<file path="config.mk">
export PLATFORM = sky130hd
export DESIGN_NAME = hlsm_sched_dp
export DESIGN_NICKNAME = d
export VERILOG_FILES = /design/src/rtl/hlsm_sched_dp.sv
export SDC_FILE = /design/constraint.sdc
export NUM_CORES = 1
export LEC_CHECK = 0
export ABC_AREA = 1
export CAP_MARGIN = 20
export CORE_ASPECT_RATIO = 0.5
export CORE_MARGIN = 1
export CORE_UTILIZATION = 50
export CTS_CLUSTER_SIZE = 10
export DETAILED_ROUTE_END_ITERATION = 8
export DONT_BUFFER_PORTS = 1
export GPL_ROUTABILITY_DRIVEN = 0
export PLACE_DENSITY_LB_ADDON = 0.2
export RECOVER_POWER = 25
export SETUP_SLACK_MARGIN = 0.3
export SLEW_MARGIN = 0
export SYNTH_ARGS = -nofsm -noshare
export SYNTH_HDL_FRONTEND = slang
export SYNTH_SLANG_ARGS = --single-unit
export TNS_END_PERCENT = 5
</file>
<file path="constraint.sdc">
create_clock -name Clk -period 5.7 [get_ports Clk]
set_input_delay 1.14 -clock Clk [delete_from_list [all_inputs] [get_ports Clk]]
set_output_delay 1.14 -clock Clk [all_outputs]
set_load 0.01 [all_outputs]
</file>
<file path="src/rtl/hlsm_sched_dp.sv">
// Seven-step HLSM datapath for the a/b/c -> z/x dataflow.
// Operands are latched on a Start handshake; z and x are published together with a one-cycle Done pulse.
module hlsm_sched_dp #(
  parameter int DW     = 32,
  parameter bit SIGNED = 1'b1
) (
  input  logic          Clk,
  input  logic          Rst,
  input  logic          Start,
  input  logic [DW-1:0] a,
  input  logic [DW-1:0] b,
  input  logic [DW-1:0] c,
  output logic          Busy,
  output logic          Done,
  output logic [DW-1:0] z,
  output logic [DW-1:0] x
);

  typedef enum logic [2:0] {
    IDLE = 3'd0,
    S1   = 3'd1,
    S2   = 3'd2,
    S3   = 3'd3,
    S4   = 3'd4,
    S5   = 3'd5,
    S6   = 3'd6,
    DONE = 3'd7
  } state_t;

  state_t        state_r, state_s;
  logic [DW-1:0] ra_r, rb_r, rc_r;
  logic [DW-1:0] d_r, e_r, f_r, g_r, h_r, xi_r;
  logic [DW-1:0] z_r, x_r;
  logic          lt_r, eq_r, busy_r, done_r;
  logic          lt_s;
  logic [DW-1:0] zsh_s;

  // State register
  always_ff @(posedge Clk) begin
    if (Rst) begin
      state_r <= IDLE;
    end else begin
      state_r <= state_s;
    end
  end

  // Next-state logic: only IDLE and DONE look at Start
  always_comb begin
    state_s = state_r;
    case (state_r)
      IDLE: begin
        if (Start) state_s = S1;
        else       state_s = IDLE;
      end
      S1:   state_s = S2;
      S2:   state_s = S3;
      S3:   state_s = S4;
      S4:   state_s = S5;
      S5:   state_s = S6;
      S6:   state_s = DONE;
      DONE: begin
        if (Start) state_s = S1;
        else       state_s = IDLE;
      end
      default: state_s = IDLE;
    endcase
  end

  // Signedness-dependent compare and final shift; if/else keeps the signed shift out of a mixed-sign ?:
  always_comb begin
    lt_s  = 1'b0;
    zsh_s = {DW{1'b0}};
    if (SIGNED) begin
      lt_s  = ($signed(d_r) < $signed(e_r));
      zsh_s = $signed(h_r) >>> eq_r;
    end else begin
      lt_s  = (d_r < e_r);
      zsh_s = h_r >> eq_r;
    end
  end

  // Datapath registers, one scheduled operation group per state
  always_ff @(posedge Clk) begin
    if (Rst) begin
      ra_r   <= {DW{1'b0}};
      rb_r   <= {DW{1'b0}};
      rc_r   <= {DW{1'b0}};
      d_r    <= {DW{1'b0}};
      e_r    <= {DW{1'b0}};
      f_r    <= {DW{1'b0}};
      g_r    <= {DW{1'b0}};
      h_r    <= {DW{1'b0}};
      xi_r   <= {DW{1'b0}};
      lt_r   <= 1'b0;
      eq_r   <= 1'b0;
      z_r    <= {DW{1'b0}};
      x_r    <= {DW{1'b0}};
      done_r <= 1'b0;
      busy_r <= 1'b0;
    end else begin
      done_r <= (state_r == S6);
      busy_r <= (state_s != IDLE) && (state_s != DONE);
      case (state_r)
        IDLE, DONE: begin
          if (Start) begin
            ra_r <= a;
            rb_r <= b;
            rc_r <= c;
          end
        end
        S1: d_r <= ra_r + rb_r;
        S2: e_r <= ra_r + rc_r;
        S3: lt_r <= lt_s;
        S4: begin
          eq_r <= (d_r == e_r);
          f_r  <= ra_r - rb_r;
          g_r  <= (d_r != {DW{1'b0}}) ? e_r : {{(DW-1){1'b0}}, lt_r};
        end
        S5: begin
          h_r  <= (g_r != {DW{1'b0}}) ? f_r : {{(DW-1){1'b0}}, eq_r};
          xi_r <= g_r << lt_r;
        end
        S6: begin
          z_r <= zsh_s;
          x_r <= xi_r;
        end
        default: begin
          d_r <= d_r;
        end
      endcase
    end
  end

  assign Busy = busy_r;
  assign Done = done_r;
  assign z    = z_r;
  assign x    = x_r;

endmodule

</file>
==> flow_summary.toml, run 1 <==
[outcome]
outcome = "complete, but fails checks"
failed_checks = "max-capacitance violations, max-slew violations"

[clock_tree]
clkLatencyLatePin_ps = 570
cts-resized-gates = 0
cts-root-buf = "clkbuf_16"
clkSinkCount = 359
path_clk_slew_ps = 50
htreeDepth = 2
cts_buffer_depth = 3
postCtsSetupBuffers = 0
cts_inserted_buffers = 42
cts_hold_buf = 0
cts_tree = "built"

[grt]
gr-total-overflow = 0
antenna_found_initial = 5
grt_pass1_wl_um = 95900
track_usage_pct = 28.4
grt_max_degree = 128
grt_pass1_vias = 16900

[worst_hold_path]
min_from = "xi_r[5]$_SDFFE_PP0P_"
min_delay_worst_endpoint = "x[5]$_SDFFE_PP0P_"
whs_path_depth = 2
holdCritPathClass = "reg -> reg"

[cells_and_area]
multiInputGateArea_mm2 = 0.0112
areaGrowthSynthToFinish_pct = 6.10
drive_above_1_share_pct = 2.34
seqCellArea_mm2 = 0.00719
fin_nets = 3390
fillCellCount = 4094
final_cell_area_mm2 = 0.0222

[place]
postPlaceCellArea_mm2 = 0.0210
port_buffers = 0
dpl.hpwl_um = 46800

[power_and_ir_drop]
leakagePower_nw = 11.1
power_density_mw_per_mm2 = 351
ir_worst_vdd_mv = 0.220

[timing]
period_share_pct = 66.7
skew_ps = 23.3
relSlewSlack_pct = -70.8
fmax_mhz = 263
finalSetupViolations = 0
rsz0062_at_grt = "false"
finalMaxSlewViolations = 116
worst_pin_slew_ps = 2560
timing.hold.ws_ps = 443
final_hold_viol_count = 0
fin_crit_ps = 3800
setup_tns_ps = 0

[route]
avgRoutedWirePerCell_um = 16.6
drc = 0
firstDrtPassIters = 6
via_per_inst = 5.29
num_vias = 19600
ant_nets = 0
routed_wirelength_um = 61400
drt_iter0_drc = 1926

[floorplanning]
initial_core_util_pct = 51.2
die_y_um = 147
ioPinCount = 165
die_w_um = 291
coreArea_mm2 = 0.0408
die_area_mm2 = 0.0427
rows = 52

[worst_setup_path]
r2r_start = "state_r[0]$_SDFF_PP0_"
worstPathRequired_ps = 6150
reg2reg_to = "f_r[5]$_SDFFE_PP0P_"
critPathLaunchType = "flip-flop"
arrival_ps = 4250
path_max_fanout = 51
r2r_cells = 7
reg2reg_slack_ps = 1900
criticalPathCategory = "reg -> reg"
cp-end-kind = "flip-flop"

[yosys]
syn_area_mm2 = 0.0209
ys_seq_area_share_pct = 34.4
yosysTopAreaCell = "dfxtp_1"
syn_avg_cell_area_um2 = 6.42
synth.distinct_cells = 39
syn_nets = 3484
synth_area_leaders = "dfxtp_1, nand2_1, inv_1"
ys_ff_latch = 359
yosys_warnings = 0
synth_cells = 3257
yosysTopAreaCellShare_pct = 34.4

[run]
drv_cap = 2
## metal layers
layer	up-vias	track usage, %	wire length (µm)
met5	-	0	41
met1	8785	44.7	31000
met2	722	37.2	22400
met4	6	7.09	1360
li1	10000	-	-
met3	86	7.31	6650
## Yosys cell counts (all sizes together)
cell type	number
nor2	401
buf	74
nand2	827
xnor2	2
a31oi	1
nand3b	3
clkinv	1
o211ai	5
inv	503
or2	4
nor3	16
and3	1
o31ai	1
nand4	22
and2	4
xor2	37
o21a	8
nor4	3
o21ai	306
fa	3
o21bai	20
nand3	130
clkbuf	76
a211oi	1
mux2i	30
a21o	1
ha	125
dfxtp	359
a21oi	293
## worst max-delay path by stage
stage | slack [ps] | cells after the start | startpoint | to
floorplan | 3660 | 6 | Rst | rc_r[10]$_SDFFE_PP0P_
global placement | 2910 | 4 | Rst | ra_r[2]$_SDFFE_PP0P_
detailed placement | 2880 | 4 | Rst | ra_r[2]$_SDFFE_PP0P_
CTS | 3080 | 14 | ra_r[1]$_SDFFE_PP0P_ | f_r[18]$_SDFFE_PP0P_
global route | 1450 | 6 | Rst | z[0]$_SDFFE_PP0P_
finish | 1900 | 7 | state_r[0]$_SDFF_PP0_ | f_r[5]$_SDFFE_PP0P_
## critical path: stages, from the launching register on
cell      delay (ps)
dfxtp_1          340
nor2_1           130
inv_1             80
nor2_1           180
clkbuf_1        1840
inv_1            700
o21ai_0          350
inv_1             60
## layout make-up
class                      count  share of cell area (%)
timing repair buffer          12                   0.344
antenna                        2                  0.0226
tap                          540                    3.05
clock buffer                  45                    4.79
sequential                   359                    32.4
clock inverter                 5                   0.536
inverter                     504                    8.54
multi-input combinational   2244                    50.3
## power breakdown
group	switching (mW)	total (mW)	internal [mW]
combinational	1.68	2.41	0.731
clock	1.04	2.45	1.41
sequential	0.212	2.92	2.71
total	2.94	7.79	4.85
## sequential cells by signal, summed over array words and instances, names as in the netlist
name,flops
d_r,32
e_r,32
f_r,32
g_r,32
h_r,32
ra_r,32
rb_r,32
rc_r,32
x,32
xi_r,32
z,32
state_r,3
Busy,1
Done,1
eq_r,1
lt_r,1
## cell usage in the layout, fill, tap and decap left out, drive strengths merged, types with 30 or more instances in the layout
cell / instances
nand3: 130
inv: 502
mux2i: 30
a21oi: 293
nor2: 401
clkbuf: 49
o21ai: 306
dfxtp: 359
ha: 125
xor2: 37
nand2: 827
## cells by family after synthesis
logic type               after synthesis  synth area share (%)
AND/OR/NAND/NOR                     1411                  26.8
XOR/XNOR                              39                  1.63
buffers and inverters                654                  12.3
adder cells (fa/ha/maj)              128                  7.77
multiplexers                          30                  1.44
flip-flops                           359                  34.4
AO/OA/AOI/OAI                        636                  15.7
## through the flow
stage / instances / util [%] / power [mW] / worst slack [ps]
5_1_grt: 3709 / 54.4 / 8.25 / 1450
6_report: 3711 / 54.4 / 7.79 / 1900
3_5_place_dp: 3659 / 51.5 / 5.30 / 2880
4_1_cts: 3709 / 54.4 / 7.77 / 3080
3_3_place_gp: 3659 / 51.5 / 5.27 / 2910
2_1_floorplan: 3257 / - / 4.61 / 3660
No activity file was read; power rests on OpenSTA's default activity.
==> run 2: changes to the inputs <==
clock period = 3.5 ns   (was 5.7 ns; I/O delays follow)
==> flow_summary.toml, run 2 (same netlist as run 1, synthesis figures left out) <==
[outcome]
outcome = "complete, but fails checks"
failed_checks = "max-capacitance violations, max-slew violations"

[timing]
worst_pin_slew_ps = 2050
setup_tns_ps = 0
finalMaxSlewViolations = 228
skew_ps = 30.7
finalSetupViolations = 0
fin_crit_ps = 2830
rsz0062_at_grt = "false"
fin_ws_ps = 668
final_hold_viol_count = 0
relSlewSlack_pct = -37.0
fmax_mhz = 353
period_share_pct = 80.9

[route]
drc = 0
via_per_inst = 5.31
avgRoutedWirePerCell_um = 17.2
drt_iter0_drc = 2071
routed_wirelength_um = 64100
firstDrtPassIters = 6
num_vias = 19700
ant_nets = 0

[floorplanning]
rows = 52
die_area_mm2 = 0.0427
coreArea_mm2 = 0.0408
die_y_um = 147
initial_core_util_pct = 51.2
ioPinCount = 165
die_w_um = 291

[cells_and_area]
fin_nets = 3395
layout_common_cells = "nand2_1, inv_1, nor2_1"
drive_above_1_share_pct = 2.61
fillCellCount = 4132
final_cell_count_no_fill = 3717
layout_commonest_cell = "nand2_1"
areaGrowthSynthToFinish_pct = 6.39

[grt]
grt_pass1_wl_um = 99100
grt_max_degree = 228
track_usage_pct = 29.6
antenna_found_initial = 4
grt_pass1_vias = 17300
gr-total-overflow = 0

[clock_tree]
cts_inserted_buffers = 42
postCtsSetupBuffers = 0
cts-resized-gates = 0
htreeDepth = 2
cts_hold_buf = 0
cts_buffer_depth = 3
cts-root-buf = "clkbuf_16"
clkLatencyLatePin_ps = 570
clkSinkCount = 359
cts_tree = "built"
path_clk_slew_ps = 60

[power_and_ir_drop]
total_power_mw = 12.7
power_density_mw_per_mm2 = 572
leakagePower_nw = 11.1
ir_worst_vdd_mv = 0.304

[worst_hold_path]
holdCritPathClass = "in -> reg"

[worst_setup_path]
critPathLaunchType = "input pin"
worstPathRequired_ps = 3980
criticalPathCategory = "in -> reg"
cp-end-kind = "flip-flop"
arrival_ps = 3310
path_max_fanout = 227

[run]
drv_cap = 1

[place]
placed_cells = 3664
dpl.hpwl_um = 49000
pre_cts_ws_ps = 891
port_buffers = 0
-- run 2: cell count changes in the layout (fill, tap and decap cells not counted), sizes merged --
cell / before / now
buf: 8 / 14
bufinv: 2 / 1
clkbuf: 49 / 50
clkinv: 4 / 3
inv: 502 / 503
-- run 2: critical path, stage by stage --
cell and delay (ps):
clkinvlp_2 50, clkbuf_4 1430, o21ai_0 660, a21oi_1 270
-- run 2: layout make-up --
cell class,count,area (µm²),share of cell area [%]
multi-input combinational,2244,11200,50.2
sequential,359,7190,32.3
inverter,504,1890,8.51
clock buffer,47,1090,4.90
tap,540,676,3.04
timing repair buffer,17,134,0.602
clock inverter,4,88.8,0.399
antenna,2,5.00,0.0225
-- run 2: path summary, 6_finish.rpt --
| path | start | to | slack, ps | depth (start not counted) |
|---|---|---|---|---|
| setup reg to reg | ra_r[1]$_SDFFE_PP0P_ | f_r[18]$_SDFFE_PP0P_ | 830 | 14 |
| hold / removal | Rst | state_r[0]$_SDFF_PP0_ | 240 | 1 |
| hold reg to reg | xi_r[28]$_SDFFE_PP0P_ | x[28]$_SDFFE_PP0P_ | 440 | 2 |
| setup / recovery | Rst | rb_r[14]$_SDFFE_PP0P_ | 670 | 4 |
-- run 2: routing by layer --
layer	GRT usage, %	up-vias	wire length [µm]
met2	38.8	765	23600
met4	8.47	6	1660
li1	-	10000	-
met1	46.7	8819	32500
met3	6.79	114	6370
met5	0	-	33
-- run 2: stage by stage --
step,cell area [µm²],hold slack [ps],utilization (%)
floorplan,20900,421,-
global placement,21100,431,51.7
detailed placement,21100,430,51.7
CTS,22300,207,54.6
global route,22200,212,54.5
finish,22200,238,54.5
-- run 2: power by group --
| part | leakage [nW] | internal (mW) | switching (mW) |
|---|---|---|---|
| Clock | 0.575 | 2.27 | 1.74 |
| Sequential | 2.93 | 4.41 | 0.341 |
| Combinational | 7.60 | 1.20 | 2.75 |
| Total | 11.1 | 7.89 | 4.84 |
